$ cat config.mk
export PLATFORM = sky130hd
export DESIGN_NAME = slave_tx_arbiter
export DESIGN_NICKNAME = d
export VERILOG_FILES = /design/src/rtl/bos_pkg.sv /design/src/rtl/rr_pick.sv /design/src/rtl/slave_tx_arbiter.sv
export SDC_FILE = /design/constraint.sdc
export NUM_CORES = 1
export LEC_CHECK = 0
export ABC_AREA = 1
export CORE_UTILIZATION = 49
export DETAILED_ROUTE_END_ITERATION = 7
export GPL_TIMING_DRIVEN = 0
export HOLD_SLACK_MARGIN = 0.08
export MAX_ROUTING_LAYER = met4
export PLACE_DENSITY = 0.95
export SLEW_MARGIN = 40
export SYNTH_ARGS = -nofsm -noshare
export SYNTH_HDL_FRONTEND = slang
export SYNTH_SLANG_ARGS = --single-unit
$ cat constraint.sdc
create_clock -name sys_clk -period 11.76 [get_ports sys_clk]
set_input_delay 3.528 -clock sys_clk [delete_from_list [all_inputs] [get_ports sys_clk]]
set_output_delay 3.528 -clock sys_clk [all_outputs]
set_load 0.05 [all_outputs]
$ cat src/rtl/bos_pkg.sv
// bos_pkg: definitions shared by the slave-side uplink arbiter and the
// round-robin picker. It holds the channel index width, the default
// channel count and start-of-frame byte, the FSM state encoding, and the
// helper that formats the ADDR byte.
package bos_pkg;

  // Channel index width. It covers the maximum of 16 channels.
  localparam int         CH_W     = 4;
  localparam int         N_CH_DEF = 5;
  localparam logic [7:0] SOF_DEF  = 8'hA5;

  typedef enum logic [2:0] {
    ST_IDLE   = 3'd0,
    ST_SOF    = 3'd1,
    ST_ADDR   = 3'd2,
    ST_LEN    = 3'd3,
    ST_RD     = 3'd4,
    ST_WAIT_D = 3'd5,
    ST_DATA   = 3'd6,
    ST_CSUM   = 3'd7
  } state_t;

  // The ADDR byte carries the channel number in the low nibble.
  function automatic logic [7:0] addr_byte(input logic [CH_W-1:0] ch);
    return {4'h0, ch};
  endfunction

endpackage

$ cat src/rtl/rr_pick.sv
// rr_pick: combinational round-robin priority encoder.
// The search starts at ptr+1 and wraps. The first set request bit wins.
// Ports:
//   req         in  N     request vector
//   ptr         in  CH_W  last granted index (must be < N)
//   grant_valid out 1     any request present
//   grant_idx   out CH_W  winning index
module rr_pick
  import bos_pkg::*;
#(
  parameter int N = N_CH_DEF
) (
  input  logic [N-1:0]    req,
  input  logic [CH_W-1:0] ptr,
  output logic            grant_valid,
  output logic [CH_W-1:0] grant_idx
);

  logic [2*N-1:0]  w_dbl;
  logic [N-1:0]    w_rot;
  logic [CH_W:0]   w_start;
  logic [CH_W:0]   w_sum;
  logic [CH_W-1:0] w_pos;

  // Doubling the vector turns the wrap into a plain right shift. After the
  // shift, bit 0 of w_rot is the request at ptr+1.
  assign w_dbl   = {req, req};
  assign w_start = {1'b0, ptr} + (CH_W+1)'(1);
  assign w_rot   = N'(w_dbl >> w_start);

  always_comb begin
    w_pos = '0;
    for (int j = N-1; j >= 0; j--) begin
      if (w_rot[j]) w_pos = CH_W'(j);
    end
  end

  // w_sum stays below 2N, so one conditional subtraction does the modulo.
  assign w_sum       = w_start + {1'b0, w_pos};
  assign grant_valid = |req;
  assign grant_idx   = (w_sum >= (CH_W+1)'(N)) ? CH_W'(w_sum - (CH_W+1)'(N))
                                               : w_sum[CH_W-1:0];

endmodule

$ cat src/rtl/slave_tx_arbiter.sv
// slave_tx_arbiter: round-robin scheduler that drains one channel at a time
// onto the byte-wide host uplink as a frame: SOF, ADDR, LEN, payload, and an
// optional checksum.
// Optional feature: define SLAVE_TX_ARB_CSUM_EN to append an XOR checksum.
// The checksum covers ADDR, LEN and all payload bytes.
// Ports:
//   sys_clk, rst        clock; asynchronous active-high reset
//   have_msg_bus[N]     per-channel pending flag
//   len_bus[8N]         per-channel byte count, channel i at [8i+7:8i]
//   slave_data_bus[8N]  FIFO read data, valid the cycle after rdreq
//   rdreq_bus[N]        one-cycle read pulse to the granted channel
//   tx_data/tx_valid    byte to transmitter, held until tx_ready
//   tx_ready            transmitter accept
//   busy                high in every state except IDLE
//   dbg_state           current FSM state encoding
// Handshake: a byte moves when tx_valid & tx_ready at a rising edge. While
// tx_valid is high and tx_ready is low, tx_data and tx_valid do not change.
module slave_tx_arbiter
  import bos_pkg::*;
#(
  parameter int         N_CH = N_CH_DEF,
  parameter logic [7:0] SOF  = SOF_DEF
) (
  input  logic              sys_clk,
  input  logic              rst,
  input  logic [N_CH-1:0]   have_msg_bus,
  input  logic [8*N_CH-1:0] len_bus,
  input  logic [8*N_CH-1:0] slave_data_bus,
  output logic [N_CH-1:0]   rdreq_bus,
  output logic [7:0]        tx_data,
  output logic              tx_valid,
  input  logic              tx_ready,
  output logic              busy,
  output logic [2:0]        dbg_state
);

  state_t          r_state, w_state_nxt;
  logic [CH_W-1:0] r_ch, w_ch_nxt;
  logic [CH_W-1:0] r_ptr, w_ptr_nxt;
  logic [7:0]      r_cnt, w_cnt_nxt;
  logic [7:0]      r_tx_data, w_tx_data_nxt;
  logic            r_tx_valid, w_tx_valid_nxt;
  logic [N_CH-1:0] r_rdreq, w_rdreq_nxt;
`ifdef SLAVE_TX_ARB_CSUM_EN
  logic [7:0]      r_acc, w_acc_nxt;
`endif

  logic            w_grant_valid;
  logic [CH_W-1:0] w_grant_idx;
  logic [7:0]      w_grant_len;
  logic [7:0]      w_rd_data;
  logic [N_CH-1:0] w_onehot;
  logic            w_hs;

  rr_pick #(.N(N_CH)) u_pick (
    .req         (have_msg_bus),
    .ptr         (r_ptr),
    .grant_valid (w_grant_valid),
    .grant_idx   (w_grant_idx)
  );

  // Index the buses with a compare-per-channel mux. This avoids a
  // variable-width part select.
  always_comb begin
    w_grant_len = '0;
    w_rd_data   = '0;
    w_onehot    = '0;
    for (int i = 0; i < N_CH; i++) begin
      if (w_grant_idx == CH_W'(i)) w_grant_len = len_bus[i*8 +: 8];
      if (r_ch == CH_W'(i)) begin
        w_rd_data   = slave_data_bus[i*8 +: 8];
        w_onehot[i] = 1'b1;
      end
    end
  end

  assign w_hs = r_tx_valid & tx_ready;

  // Outputs are registered. Each state computes the byte for the next state.
  always_comb begin
    w_state_nxt    = r_state;
    w_ch_nxt       = r_ch;
    w_ptr_nxt      = r_ptr;
    w_cnt_nxt      = r_cnt;
    w_tx_data_nxt  = r_tx_data;
    w_tx_valid_nxt = r_tx_valid;
    w_rdreq_nxt    = '0;
`ifdef SLAVE_TX_ARB_CSUM_EN
    w_acc_nxt      = r_acc;
`endif
    case (r_state)
      ST_IDLE: begin
        if (w_grant_valid) begin
          w_ch_nxt  = w_grant_idx;
          w_cnt_nxt = w_grant_len;
          // The pointer moves on a zero-length grant too, so an empty
          // requester cannot block the channels after it.
          w_ptr_nxt = w_grant_idx;
          if (w_grant_len != 8'd0) begin
            w_state_nxt    = ST_SOF;
            w_tx_data_nxt  = SOF;
            w_tx_valid_nxt = 1'b1;
`ifdef SLAVE_TX_ARB_CSUM_EN
            w_acc_nxt      = 8'd0;
`endif
          end
        end
      end
      ST_SOF: begin
        if (w_hs) begin
          w_state_nxt   = ST_ADDR;
          w_tx_data_nxt = addr_byte(r_ch);
        end
      end
      ST_ADDR: begin
        if (w_hs) begin
          w_state_nxt   = ST_LEN;
          w_tx_data_nxt = r_cnt;
`ifdef SLAVE_TX_ARB_CSUM_EN
          w_acc_nxt     = r_acc ^ r_tx_data;
`endif
        end
      end
      ST_LEN: begin
        if (w_hs) begin
          w_state_nxt    = ST_RD;
          w_tx_valid_nxt = 1'b0;
          w_rdreq_nxt    = w_onehot;
`ifdef SLAVE_TX_ARB_CSUM_EN
          w_acc_nxt      = r_acc ^ r_tx_data;
`endif
        end
      end
      ST_RD: begin
        w_state_nxt = ST_WAIT_D;
      end
      ST_WAIT_D: begin
        // The FIFO is not show-ahead, so its data is valid now, one cycle
        // after the read pulse.
        w_state_nxt    = ST_DATA;
        w_tx_data_nxt  = w_rd_data;
        w_tx_valid_nxt = 1'b1;
      end
      ST_DATA: begin
        if (w_hs) begin
          w_cnt_nxt = r_cnt - 8'd1;
`ifdef SLAVE_TX_ARB_CSUM_EN
          w_acc_nxt = r_acc ^ r_tx_data;
`endif
          if (r_cnt == 8'd1) begin
`ifdef SLAVE_TX_ARB_CSUM_EN
            w_state_nxt   = ST_CSUM;
            w_tx_data_nxt = r_acc ^ r_tx_data;
`else
            w_state_nxt    = ST_IDLE;
            w_tx_valid_nxt = 1'b0;
`endif
          end else begin
            w_state_nxt    = ST_RD;
            w_tx_valid_nxt = 1'b0;
            w_rdreq_nxt    = w_onehot;
          end
        end
      end
`ifdef SLAVE_TX_ARB_CSUM_EN
      ST_CSUM: begin
        if (w_hs) begin
          w_state_nxt    = ST_IDLE;
          w_tx_valid_nxt = 1'b0;
        end
      end
`endif
      default: begin
        w_state_nxt    = ST_IDLE;
        w_tx_valid_nxt = 1'b0;
      end
    endcase
  end

  always_ff @(posedge sys_clk or posedge rst) begin
    if (rst) begin
      r_state    <= ST_IDLE;
      r_ch       <= '0;
      r_ptr      <= CH_W'(N_CH-1);
      r_cnt      <= '0;
      r_tx_data  <= '0;
      r_tx_valid <= 1'b0;
      r_rdreq    <= '0;
`ifdef SLAVE_TX_ARB_CSUM_EN
      r_acc      <= '0;
`endif
    end else begin
      r_state    <= w_state_nxt;
      r_ch       <= w_ch_nxt;
      r_ptr      <= w_ptr_nxt;
      r_cnt      <= w_cnt_nxt;
      r_tx_data  <= w_tx_data_nxt;
      r_tx_valid <= w_tx_valid_nxt;
      r_rdreq    <= w_rdreq_nxt;
`ifdef SLAVE_TX_ARB_CSUM_EN
      r_acc      <= w_acc_nxt;
`endif
    end
  end

  assign rdreq_bus = r_rdreq;
  assign tx_data   = r_tx_data;
  assign tx_valid  = r_tx_valid;
  assign busy      = (r_state != ST_IDLE);
  assign dbg_state = r_state;

endmodule

* Word-level counts from Yosys, hierarchy flattened
Index checks and enable logic that the tools add are counted.
** Operators by class
- Add/subtract/negate cells :: 4
- Order comparisons :: 1
- Eq/ne operators :: 22
- Shifts and indexed selects :: 1
- Multiplexer cells :: 45
- Bitwise gates (word level) :: 2
- Reduce and logical (&&, ||, !) cells :: 15
** Operators with widths (number)
- two-way mux 8 bit :: 16
- two-way mux 3 bit :: 12
- one-hot mux 8 bit (4 select lines) :: 1
- one-hot mux 3 bit (7 select lines) :: 1
- == test 4 x 2 -> 1 bit (second input constant) :: 4
- one-hot mux 8 bit (2 select lines) :: 1
- two-way mux 5 bit :: 3
- inequality test 2 bit (second input constant) :: 5
- one-hot mux 5 bit (2 select lines) :: 1
- right shift 10 x 5 -> 5 bit :: 1
- == test 3 bit (second input constant) :: 3
- == test 4 x 1 -> 1 bit (second input constant) :: 2
- == test 4 x 3 -> 1 bit (second input constant) :: 2
- == test 8 x 1 -> 1 bit (second input constant) :: 1
- logical NOT 4 bit :: 2
- two-way mux 1 bit :: 8
- nonzero test 8 bit :: 1
- subtractor 8 x 1 -> 8 bit (second input constant) :: 1
- == test 3 x 2 -> 1 bit (second input constant) :: 2
- AND reduction 6 bit :: 1
- adder 4 x 1 -> 5 bit (second input constant) :: 1
- adder 5 x 3 -> 5 bit :: 1
- greater-or-equal comparator 5 x 3 -> 1 bit (second input constant) :: 1
- AND reduction 5 bit :: 1
- 17 further kinds :: 18
** Storage, ports and cells
- Register bits after elaboration :: 33
- Input port bits :: 88

* Longest topological paths before layout
- Word-level depth :: 20
- Mapped depth :: 32

* Modules after synthesis
From an unflattened synthesis, not the netlist that was laid out.
** Second synthesis, totals
- Cell total of the unflattened synthesis :: 496
- Area, all modules :: 3067.9 sq um
** Modules (own cells, without submodules)
- slave_tx_arbiter :: instances 1, cells an instance 370, area an instance 2401.1 sq um
- rr_pick :: instances 1, cells an instance 126, area an instance 666.9 sq um

* Least setup slack after synthesis
OpenSTA, ideal clock, no wires.
- Path type :: input-to-reg
- From :: input have_msg_bus[1]
- To :: register r_tx_data[0] (netlist: tx_data[0])
- Data arrival time :: 6712 ps
- Setup slack :: 4929 ps
- Cell stages on the path :: 28
- Buffers on the path :: 2
- Path through :: inv_1 -> nand2_1 -> o21ai_0 -> nor2_1 -> nor2_1 -> a221oi_1 -> nand2_1 -> nand2_1 -> nand2_1 -> ha_1 -> fa_1 -> ha_1 -> nand3_1 -> nand2_1 -> inv_2 -> nand4_1 -> nand2_2 -> nor2_4 -> buf_6 -> nand3_1 -> nand3_1 -> nor3_2 -> nand2_1 -> nor2_2 -> nand3_4 -> buf_6 -> nand4_1 -> nand2_1
** Between the ends
- Longest elaborated chain between the ends :: 18
** Ends and longest elaborated chain
- start, declared :: RTL line slave_tx_arbiter.sv:26 : input logic [N_CH-1:0] have_msg_bus,
- right shift 10 x 5 -> 5 bit :: RTL line rr_pick.sv:29 : assign w_rot = N'(w_dbl >> w_start);
- two-way mux 3 bit (5 in series) :: RTL line rr_pick.sv:34 : if (w_rot[j]) w_pos = CH_W'(j);
- adder 5 x 3 -> 5 bit :: RTL line rr_pick.sv:39 : assign w_sum = w_start + {1'b0, w_pos};
- subtractor 4 x 3 -> 4 bit / greater-or-equal comparator 5 x 3 -> 1 bit (equally long branches) :: RTL line rr_pick.sv:41 : assign grant_idx = (w_sum >= (CH_W+1)'(N)) ? CH_W'(w_sum - (CH_W+1)'(N))
- two-way mux 4 bit :: RTL line rr_pick.sv:41
- logical NOT 4 bit :: RTL line slave_tx_arbiter.sv:69 : if (w_grant_idx == CH_W'(i)) w_grant_len = len_bus[i*8 +: 8];
- two-way mux 8 bit (5 in series) :: RTL line slave_tx_arbiter.sv:69
- nonzero test 8 bit :: RTL line slave_tx_arbiter.sv:99 : if (w_grant_len != 8'd0) begin
- inequality test 2 bit (no line)
- AND reduction 5 bit (no line) *
- end signal, assigned :: RTL line slave_tx_arbiter.sv:197 : r_tx_data <= w_tx_data_nxt;
- end, declared :: RTL line slave_tx_arbiter.sv:41 : logic [7:0] r_tx_data, w_tx_data_nxt;
Every way passes the cells marked *; elsewhere a longest branch is shown, timed or not.
A chain may end at the register's enable or synchronous reset.

* Worst setup path in the final report
- From :: input have_msg_bus[1]
- To :: register r_tx_data[7] (netlist: tx_data[7])
The elaborated chain is that of the path after synthesis.

==> run_results.csv <==
group,metric,value,unit
global_route,first_global_vias,3286,
die,fp-row-count,27,
global_route,grt_max_degree,31,
die,dieArea,6300,µm²
detailed_routing,drc,0,
synthesis,syn_area,2940,µm²
sta,finalCritPeriodShare,64.4,%
synthesis,ys_types,37,
die,die_h,79.4,µm
global_route,grtUsageTotal,29.7,%
setup_path,critPathCaptureType,"register",
finish,final_common_cell,"nand2_1",
finish,post-route-util,73.9,%
sta,rsz0062_at_grt,"no",
setup_path,crit_slowest_cell,"fa_1",
sta,fin_tns_setup,0,ns
detailed_routing,final_antenna_net_count,0,
clocking,clk_latency,0.29,ns
placed_design,dp_hpwl,7040,µm
clocking,path_clk_slew,0.06,ns
clocking,cts_tree,"yes",
synthesis,synth-adder-area-share,3.67,%
detailed_routing,wirelength,8860,µm
synthesis,yosys.area.top_type,"dfrtp_1",
finish,n_antenna_cell,0,
setup_path,cp_max_fo,8,
outcome,status,"completed",
die,io_pins,106,
global_route,grt_pass1_wl,14400,µm
synthesis,ys_seq_area_share,25.6,%
clocking,clockRootBuffer,"clkbuf_8",
finish,drive_gt1_share,6.76,%
sta,finalHoldViolCount,0,
synthesis,synth_flop_cell,"dfrtp_1",
sta,slew_violations,0,
sta,finClkSkew,0.00742,ns
detailed_routing,dr.first_iter.drc_count,323,
synthesis,syn_inst,464,
clocking,numClockSinks,30,
clocking,numCtsBuffers,5,
finish,fin_nets,672,
synthesis,synth_top_cells_by_area,"dfrtp_1 (25%), nand2_1 (14%), inv_1 (8.8%), nand3_1 (7.7%), o21ai_0 (6.8%)",
detailed_routing,vias,3594,
placed_design,io_buffers,105,
setup_path,worstSetupStartpointType,"input pin",
placed_design,place_congestion,0.933,
synthesis,muxShareOfSynthArea,0,%
sta,final.min_clock_period,7.57,ns
detailed_routing,drtPass1Iterations,5,
die,die_w,79.4,µm
run,cap_violations,0,
setup_path,worstPathRequired,11.93,ns
global_route,grt.overflow.total,0,
sta,max_freq,132,MHz
setup_path,worst-setup-path-type,"in -> reg",
setup_path,crit_arrival,7.74,ns
die,start_util,52.0,%
hold_path,hold_path_class,"reg -> reg",
setup_path,max_stage_delay,0.51,ns
detailed_routing,vias_per_cell,5.54,
die,coreArea,5640,µm²
synthesis,synth_top_family_by_area,"simple AND/OR/NAND/NOR gates",
synthesis,synth_warnings,0,
sta,tightest_slew,0.782,ns
finish,area_delta_synth_final,42.0,%
synthesis,avgSynthCellArea,6.33,µm²
setup_path,crit_path_frequent_cell,"nand2_1",
clocking,postCtsSetupBuffers,0,
global_route,antenna_found_initial,0,
detailed_routing,routedWlPerCell,13.6,µm
synthesis,synth_xor_xnor_area_share,1.49,%
finish,fill_cells,451,
sta,slew_headroom,47.3,%
clocking,cts.htree.levels,2,
clocking,clock_path_buffers,2,
synthesis,synth-compound-area-share,16.7,%
sta,setup_viol,0,
synthesis,syn_nets,560,
synthesis,async_reset_ff_share,100,%
finish,final_cell_mix,"nand2_1 (107), clkdlybuf4s50_1 (105), inv_1 (68)",
clocking,postCtsResizedCells,0,
clocking,cts_hold_buf,0,
synthesis,post-synth-top-area-fraction,24.7,%
synthesis,yosys.area_share.simple,40.8,%
synthesis,synth-edff-count,0,
synthesis,yosys_register_bits,30,
[cell usage after synthesis (2+ instances only)]
| cell type | count |
|---|---|
| nand2_1 | 107 |
| inv_1 | 69 |
| nor2_1 | 50 |
| nand3_1 | 45 |
| o21ai_0 | 40 |
| dfrtp_1 | 29 |
| nand4_1 | 26 |
| a21oi_1 | 8 |
| clkbuf_1 | 7 |
| ha_1 | 7 |
| nand2_2 | 6 |
| nor3_1 | 6 |
| o211ai_1 | 6 |
| o22ai_1 | 6 |
| inv_2 | 5 |
| nor2_2 | 5 |
| a221oi_1 | 4 |
| o2111ai_1 | 4 |
| o221ai_1 | 4 |
| xor2_1 | 4 |
| buf_6 | 3 |
| nor3_2 | 3 |
| a211oi_1 | 2 |
| a22oi_1 | 2 |
| nand3_2 | 2 |
| nand3_4 | 2 |
| nor2_4 | 2 |
[flip-flops by register name, indices dropped and copies added (netlist names)]
| name | flops |
|---|---|
| tx_valid | 1 |
| r_ch | 4 |
| r_ptr | 1 |
| dbg_state | 3 |
| r_cnt | 8 |
| tx_data | 8 |
| rdreq_bus | 5 |
[cell type report]
class / instances / area [µm²] / share of cell area, %
Tap cell: 72 / 90.1 / 2.16
Inverter: 75 / 282 / 6.75
Clock inverter: 1 / 5.00 / 0.120
Timing Repair Buffer: 105 / 1050 / 25.2
Sequential cell: 30 / 752 / 18.0
Multi-Input combinational cell: 348 / 1840 / 44.1
Buffer: 11 / 63.8 / 1.53
Clock buffer: 7 / 86.3 / 2.07
[layer usage]
layer / part of all wire [%] / track usage (%) / routed length (µm) / up-vias
met5: 0 / - / 0 / -
met4: 2.9 / 11.8 / 259 / 0
met3: 8.7 / 5.71 / 772 / 28
met2: 48 / 52.8 / 4220 / 183
met1: 41 / 32.6 / 3600 / 1607
li1: - / - / - / 1776
[worst max-delay path, delay by kind of cell]
| family | cells | cell delay, ns |
|---|---|---|
| AO/OA/AOI/OAI | 2 | 0.46 |
| adder cells (fa/ha/maj) | 3 | 0.92 |
| AND/OR/NAND/NOR | 20 | 2.10 |
| buffers and inverters | 4 | 0.72 |
[stage by stage]
| stage | std cells | setup slack, ns | hold WS, ns | cell area, µm² |
|---|---|---|---|---|
| 2_1_floorplan | 464 | 4.93 | 0.546 | 2940 |
| 6_report | 649 | 4.19 | 0.475 | 4170 |
| 4_1_cts | 649 | 4.23 | 0.475 | 4170 |
| 3_5_place_dp | 641 | 3.97 | 0.460 | 4080 |
| 5_1_grt | 649 | 3.84 | 0.486 | 4170 |
| 3_3_place_gp | 641 | 4.08 | 0.455 | 4080 |
[final timing paths]
| check | cells past startpoint | to | slack [ns] | startpoint |
|---|---|---|---|---|
| min | 2 | tx_data[3]$_DFFE_PP0P_ | 0.47 | tx_data[3]$_DFFE_PP0P_ |
| max | 29 | tx_data[7]$_DFFE_PP0P_ | 4.19 | have_msg_bus[1] |
| max in group asynchronous | 2 | dbg_state[0]$_DFFE_PP0P_ | 7.69 | rst |
| min reg2reg | 2 | tx_data[3]$_DFFE_PP0P_ | 0.47 | tx_data[3]$_DFFE_PP0P_ |
| min in group asynchronous | 2 | rdreq_bus[3]$_DFF_PP0_ | 3.64 | rst |
| max reg2reg | 27 | tx_data[7]$_DFFE_PP0P_ | 7.27 | r_ch[0]$_DFFE_PP0P_ |
[cell families (layout without fill, tap and decap cells)]
family / Yosys count / count (layout)
buf+inv: 86 / 199
flops: 30 / 30
xor+xnor: 5 / 5
compound gates: 79 / 79
simple gates: 256 / 256
fa+ha+maj: 8 / 8
Power is left out: the tool's default activity adds up to more than one toggle a clock period on the data nets, which glitch-free logic cannot reach.
